<file path="config.mk">
export PLATFORM = sky130hd
export DESIGN_NAME = keypad_scan
export DESIGN_NICKNAME = d
export VERILOG_FILES = /design/src/rtl/keypad_scan.sv
export SDC_FILE = /design/constraint.sdc
export NUM_CORES = 1
export LEC_CHECK = 0
export BUFFER_PORTS_ARGS = -buffer_cell sky130_fd_sc_hd__clkbuf_2
export CORE_ASPECT_RATIO = 0.5
export CORE_MARGIN = 5
export CORE_UTILIZATION = 45
export DETAILED_ROUTE_END_ITERATION = 7
export PLACE_DENSITY_LB_ADDON = 0.3
export REMOVE_ABC_BUFFERS = 1
export SLEW_MARGIN = 20
export SYNTH_ARGS = -nofsm -noshare
export SYNTH_HDL_FRONTEND = slang
export SYNTH_SLANG_ARGS = --single-unit
</file>
<file path="constraint.sdc">
create_clock -name clk -period 2.9 [get_ports clk]
set_clock_uncertainty 0.1 [all_clocks]
set_input_delay 0.145 -clock clk [delete_from_list [all_inputs] [get_ports clk]]
set_output_delay 0.145 -clock clk [all_outputs]
set_load 0.01 [all_outputs]
</file>
<file path="src/rtl/keypad_scan.sv">
// 4x4 matrix keypad scanner: walks active-low columns, debounces press/release on scan ticks,
// and offers the encoded key {row,col} through a valid/ack holding register.
// Press-to-valid latency <= 2 + CLK_DIV*(DEBOUNCE_TICKS+1) clocks; unacked keys set a sticky overrun.
module keypad_scan #(
  parameter int CLK_DIV        = 50000,
  parameter int DEBOUNCE_TICKS = 4
) (
  input  logic       clk,
  input  logic       rst_n,
  input  logic [3:0] ROW,
  output logic [3:0] COL,
  output logic [3:0] key_code,
  output logic       key_valid,
  input  logic       key_ack,
  output logic       overrun
);

  localparam int            TW        = (CLK_DIV > 1) ? $clog2(CLK_DIV) : 1;
  localparam logic [TW-1:0] TICK_LAST = TW'(CLK_DIV - 1);
  localparam logic [7:0]    DB_LAST   = 8'(DEBOUNCE_TICKS);

  typedef enum logic [1:0] {
    ST_SCAN     = 2'd0,
    ST_DEBOUNCE = 2'd1,
    ST_HOLD     = 2'd2,
    ST_RELEASE  = 2'd3
  } state_e;

  logic [TW-1:0] div_q, div_d;
  logic          tick;
  logic [3:0]    row_meta_q;
  logic [3:0]    rs_q;

  state_e        state_q, state_d;
  logic [1:0]    col_q, col_d;
  logic [7:0]    cnt_q, cnt_d;
  logic [7:0]    cnt_inc;
  logic [3:0]    ref_q, ref_d;
  logic          accept;

  logic [3:0]    code_q, code_d;
  logic          valid_q, valid_d;
  logic          ovr_q, ovr_d;

  // Lowest-numbered low row wins when several rows are pulled down together.
  function automatic logic [1:0] low_row(input logic [3:0] r);
    if (!r[0])      return 2'd0;
    else if (!r[1]) return 2'd1;
    else if (!r[2]) return 2'd2;
    else            return 2'd3;
  endfunction

  assign tick    = (div_q == TICK_LAST);
  assign div_d   = tick ? '0 : div_q + 1'b1;
  assign cnt_inc = (cnt_q >= DB_LAST) ? DB_LAST : cnt_q + 8'd1;

  // Scan-tick divider and two-flop synchronizer for the asynchronous row pins.
  always_ff @(posedge clk or negedge rst_n) begin
    if (!rst_n) begin
      div_q      <= '0;
      row_meta_q <= 4'b1111;
      rs_q       <= 4'b1111;
    end else begin
      div_q      <= div_d;
      row_meta_q <= ROW;
      rs_q       <= row_meta_q;
    end
  end

  // FSM state register together with the column, debounce count and reference row.
  always_ff @(posedge clk or negedge rst_n) begin
    if (!rst_n) begin
      state_q <= ST_SCAN;
      col_q   <= 2'd0;
      cnt_q   <= 8'd0;
      ref_q   <= 4'b1111;
    end else begin
      state_q <= state_d;
      col_q   <= col_d;
      cnt_q   <= cnt_d;
      ref_q   <= ref_d;
    end
  end

  // Next-state logic; nothing moves between ticks so each column settles a full tick period.
  always_comb begin
    state_d = state_q;
    col_d   = col_q;
    cnt_d   = cnt_q;
    ref_d   = ref_q;
    accept  = 1'b0;
    if (tick) begin
      case (state_q)
        ST_SCAN: begin
          if (rs_q == 4'b1111) begin
            col_d = col_q + 2'd1;
          end else begin
            ref_d   = rs_q;
            cnt_d   = 8'd0;
            state_d = ST_DEBOUNCE;
          end
        end
        ST_DEBOUNCE: begin
          if (rs_q == ref_q) begin
            cnt_d = cnt_inc;
            if (cnt_inc == DB_LAST) begin
              accept  = 1'b1;
              state_d = ST_HOLD;
            end
          end else begin
            // Bounce during press: retry this same column without emitting anything.
            state_d = ST_SCAN;
          end
        end
        ST_HOLD: begin
          // Any non-idle pattern, even another row, keeps us here: no auto-repeat.
          if (rs_q == 4'b1111) begin
            cnt_d   = 8'd0;
            state_d = ST_RELEASE;
          end
        end
        ST_RELEASE: begin
          if (rs_q == 4'b1111) begin
            cnt_d = cnt_inc;
            if (cnt_inc == DB_LAST) begin
              col_d   = col_q + 2'd1;
              state_d = ST_SCAN;
            end
          end else begin
            state_d = ST_HOLD;
          end
        end
        default: state_d = ST_SCAN;
      endcase
    end
  end

  // Output decode and holding-register update: an ack in the accept cycle frees the slot in time.
  always_comb begin
    COL     = ~(4'b0001 << col_q);
    code_d  = code_q;
    valid_d = valid_q;
    ovr_d   = ovr_q;
    if (accept) begin
      if (!valid_q || key_ack) begin
        code_d  = {low_row(ref_q), col_q};
        valid_d = 1'b1;
      end else begin
        ovr_d = 1'b1;
      end
    end else if (key_ack && valid_q) begin
      valid_d = 1'b0;
      ovr_d   = 1'b0;
    end
  end

  // Key holding register.
  always_ff @(posedge clk or negedge rst_n) begin
    if (!rst_n) begin
      code_q  <= 4'd0;
      valid_q <= 1'b0;
      ovr_q   <= 1'b0;
    end else begin
      code_q  <= code_d;
      valid_q <= valid_d;
      ovr_q   <= ovr_d;
    end
  end

  assign key_code  = code_q;
  assign key_valid = valid_q;
  assign overrun   = ovr_q;

endmodule

</file>
-- Word-level counts from Yosys, hierarchy flattened
Cells that the tools add are included.
- register bits after elaboration: 46
- input bits: 7
- output and inout port bits: 10
- word-level logic and storage cells: 77
- $add $sub $neg: 3
- $lt $le $gt $ge: 1
- eq/ne operators: 17
- shifts and indexed selects: 1
- multiplexer cells: 30
- bitwise logic cells: 2
- reductions and logical operators: 13
- operator list (cell ; number):
    $mux 8 ; 5
    $pmux 8 s4 ; 1
    $mux 2 ; 11
    $add 16x1->16 const B ; 1
    $eq 16x16->1 const B ; 1
    $mux 16 ; 1
    $reduce_and 5->1 ; 3
    $ne 2x2->1 const B ; 7
    $mux 1 ; 10
    $add 8x1->8 const B ; 1
    $eq 8x3->1 const B ; 1
    $ge 8x3->1 const B ; 1
    $pmux 2 s4 ; 1
    $ne 3x3->1 const B ; 2
    $reduce_and 2->1 ; 3
    $eq 2x2->1 const B ; 2
    $eq 4x4->1 ; 1
    $eq 4x4->1 const B ; 1
    $not 4->4 ; 1
    $pmux 2 s2 ; 1
    $reduce_bool 2->1 ; 2
    $shl 1x2->4 const A ; 1
    $reduce_and 3->1 ; 1
    $add 2x1->2 const B ; 1
    other kinds (7) ; 7

-- Logic depth before layout (Yosys ltp)
- depth after elaboration: 9
- mapped depth: 8
- depth with buffers taken out: 7

-- Least setup slack after synthesis
Ideal clock, no wire load.
- path type: register to register
- start point: register cnt_q[0]
- end point: register code_q[0] (netlist: key_code[0])
- library setup time: 0.125 ns
- arrival: 2.069 ns
- data required time: 2.675 ns
- path slack: 0.606 ns
- cell stages (with the launch flop): 9
- buffers on the path: 1
- period minus slack after synthesis: 2.294 ns
- cells stage by stage: dfrtp_1 -> inv_1 -> ha_1 -> nand3b_1 -> a31oi_2 -> nand2_4 -> or4_4 -> buf_6 -> mux2_4
- word-level cells in the longest chain between the ends: 8
- elaborated cells on any way between the ends: 9
- classes of those cells: 1 x add/sub; 1 x order compare; 1 x eq/ne; 5 x mux; 1 x reduce/logical
- ends and longest elaborated chain (element ; RTL line ; RTL):
    start: declaration ; 36 ; logic [7:0] cnt_q, cnt_d;
    start signal: assignment ; 80 ; cnt_q <= cnt_d;
    $add 8x1->8 / $ge 8x3->1 (equally long branches) ; 55 ; assign cnt_inc = (cnt_q >= DB_LAST) ? DB_LAST : cnt_q + 8'd1;
    $mux 8 (*) ; 55 ;
    $eq 8x3->1 (*) ; 106 ; if (cnt_inc == DB_LAST) begin
    $mux 1 (*) ; 106 ;
    $mux 1 (*) ; 104 ; if (rs_q == ref_q) begin
    $mux 1 (*) ; 93 ; case (state_q)
    $mux 1 (*) ; 92 ; if (tick) begin
    $reduce_and 2->1 (no line) (*) ; n/a ;
    end signal: assignment ; 164 ; code_q <= code_d;
    end: declaration ; 41 ; logic [3:0] code_q, code_d;
Every way passes the cells marked *; elsewhere a longest branch is shown, timed or not.
A chain may end at the register's enable or synchronous reset.

-- Final worst setup path
- start point: register cnt_q[0]
- end point: register code_q[1] (netlist: key_code[1])
Same word-level chain as after synthesis.

==> summary.txt <==
Status
  • Outcome: complete, no violations

Pwr
  • LEAKAGE: 1.12 nW
  • Pwr Density: 437 mW/mm^2
  • Maximum vdd drop: 0.256 mV
  • Pwr Total: 1.05 mW

Clock tree
  • Total CTS buffers: 5
  • Longest Clk Path Bufs: 2
  • CTS tree: yes
  • CTS Root Cell: clkbuf_8
  • Hold Buf Count CTS: 5
  • Post-CTS sizing: 0
  • Clock Sinks: 46
  • Clk Latency, worst-skew pair: 0.29 ns
  • Reg clk slew, reported paths: 0.09 ns
  • Post-CTS setup buffer count: 0
  • # H-tree levels: 2

Route
  • DRT Pass-1 Iters: 4
  • Via density per instance: 5.05
  • Drt wl/cell: 13.0 um
  • ANT nets after route: 0
  • Routed vias: 1404
  • Residual DRC: 0
  • Overall routed net length: 3620 um
  • DR iter-0 viols: 47

Yosys
  • Post-Syn Instances: 187
  • Top-area cell type share of the netlist area: 0.399
  • Post-synth EDFFs: 0
  • Post-synth top area cell: dfrtp_1
  • Post-synthesis async set-or-reset flop share: 1.00
  • Ys flop type: dfrtp_1
  • Synth Cell Area: 0.00213 sq mm
  • Mapped Avg Cell Area: 11.4 sq um
  • Ys Warns: 0
  • #FFs+latches synth: 46
  • Synth cell types: 42
  • Top post-synthesis cells by area: dfrtp_1, dfstp_2, ha_1
  • Post-synthesis sequential area ratio: 0.546

Placement
  • Routability Congestion: 0.830
  • Port Buffer Count: 16
  • DP HPWL: 2570 um
  • Cells after DPL: 265
  • Cell Area, Placed: 0.00227 sq mm

GRT
  • Initial antenna violation count: 0
  • Largest net degree at the start of global routing: 47
  • Vias in the first global route: 1433
  • First-pass GRT wire length: 6330 um
  • Total grt overflow: 0
  • GRT Overall Usage: 0.128

STA
  • Worst slew pin tran: 0.575 ns
  • Fmax: 432 MHz
  • Tmin final: 2.31 ns
  • RSZ-0062 raised after global routing: no
  • Crit share post-route: 0.798
  • TNS Setup: 0 ns
  • Max-slew violations: 0
  • Hold Vio Cnt, Final: 0
  • Worst slew margin: 0.613
  • Final setup violating endpoints: 0

Worst setup path
  • Worst EP arrival: 2.40 ns
  • CP max stage delay: 0.47 ns
  • Critical path depth in cells: 7
  • CP Buf/Inv Count: 1
  • Critical Path End Type: register
  • Sequence of cells on the critical path: inv_1 > ha_1 > nand3b_1 > a31oi_2 > nand2_4 > or4_4 > mux2_4
  • Reg2Reg Depth: 7
  • Crit Path Max Fanout: 5
  • CP Launch Type: register
  • Worst setup path category: register to register
  • Crit path max-delay family: simple AND/OR/NAND/NOR gates
  • CP Data Required Time: 2.99 ns
  • Slowest stage cell, crit path: or4_4

Layout
  • Total Nets Final: 225
  • Finished Core Util: 0.535
  • Final non-filler cell area: 0.00240 sq mm
  • Commonest non-fill, non-tap cell in the layout: dfrtp_1
  • Fin cells: 278
  • Number of fill cells: 383
  • Share of cells above drive strength 1: 0.212
  • N_diodes: 0
  • Layout area overhead: 12.5%
  • Most frequent cells in the layout: dfrtp_1, nor2_1, clkbuf_2

Floorplanning
  • Core ar.: 0.00449 sq mm
  • # IOs: 17
  • Initial Util: 0.476
  • Die Wd: 107 um
  • Site Rows: 17
  • Die Y: 58.7 um
  • Die ar.: 0.00630 sq mm

Run
  • # Max-Cap Violations: 0

Hold path
  • Hold crit path type: input port to register
  • Hold path depth: 3
layer usage:
layer  vias up  share of wire  routed length [um]  global-route usage
met3         9          0.044                 159              0.0416
met4         0          0.016                  57              0.0450
met1       672           0.47                1700               0.156
met5         -              0                   0                   0
li1        694              -                   -                   -
met2        29           0.47                1700               0.219
logic make-up after synthesis:
group           after synthesis  synth area share
compound gates               27            0.0868
xor+xnor                     18            0.0739
fa+ha+maj                     7            0.0410
buf+inv                      19            0.0410
flops                        46             0.546
mux                           9            0.0498
simple gates                 61             0.161
state kept, by name, indices dropped and copies added (netlist names):
signal      cells
div_q          16
cnt_q           8
key_code        4
ref_q           4
row_meta_q      4
rs_q            4
col_q           2
state_q         2
key_valid       1
overrun         1
worst paths after layout:
path                                         start  slack [ns]                 endpoint
setup / recovery              cnt_q[0]$_DFFE_PN0P_        0.59  key_code[1]$_DFFE_PN0P_
hold / removal                             key_ack        0.11      overrun$_DFFE_PN0P_
setup reg to reg              cnt_q[0]$_DFFE_PN0P_        0.59  key_code[1]$_DFFE_PN0P_
hold reg to reg            row_meta_q[1]$_DFF_PN1_        0.26        rs_q[1]$_DFF_PN1_
max in group asynchronous                    rst_n        2.02     ref_q[3]$_DFFE_PN1P_
min in group asynchronous                    rst_n        0.28     cnt_q[2]$_DFFE_PN0P_
cell usage after synthesis (3+ instances only):
cell type / instances
dfrtp_1: 34
mux2_2: 5
xnor2_1: 9
nand2_1: 9
nor2_1: 17
xor2_1: 9
o21ai_0: 6
o21a_1: 6
inv_1: 14
ha_1: 7
nand3_1: 8
dfstp_2: 12
nand4_1: 8
and4_1: 3
final cells by class:
class	count	area, sq um	share of cell area
sequential	46	1170	0.485
multi-input combinational	122	881	0.367
timing repair buffer	22	140	0.0583
tap	66	82.6	0.0344
clock buffer	8	80.1	0.0333
inverter	14	52.6	0.0219
power by group:
| group | leakage (nW) | internal (mW) | switching, mW | total, mW |
|---|---|---|---|---|
| combinational | 0.505 | 0.0106 | 0.0172 | 0.0278 |
| clock | 0.0395 | 0.171 | 0.194 | 0.365 |
| sequential | 0.576 | 0.652 | 0.00421 | 0.656 |
tightest hold or removal path, stage by stage:
cell	delay (ns)
clkbuf_2	0.09
a21boi_0	0.07
o22a_1	0.15
stage by stage:
stage	setup slack, ns	hold slack [ns]
3_3_place_gp	0.625	0.135
2_1_floorplan	0.542	-0.251
3_5_place_dp	0.574	0.136
6_report	0.587	0.106
4_1_cts	0.580	0.0978
5_1_grt	0.451	0.149
Note: power is estimated with default switching activity, not from simulation.
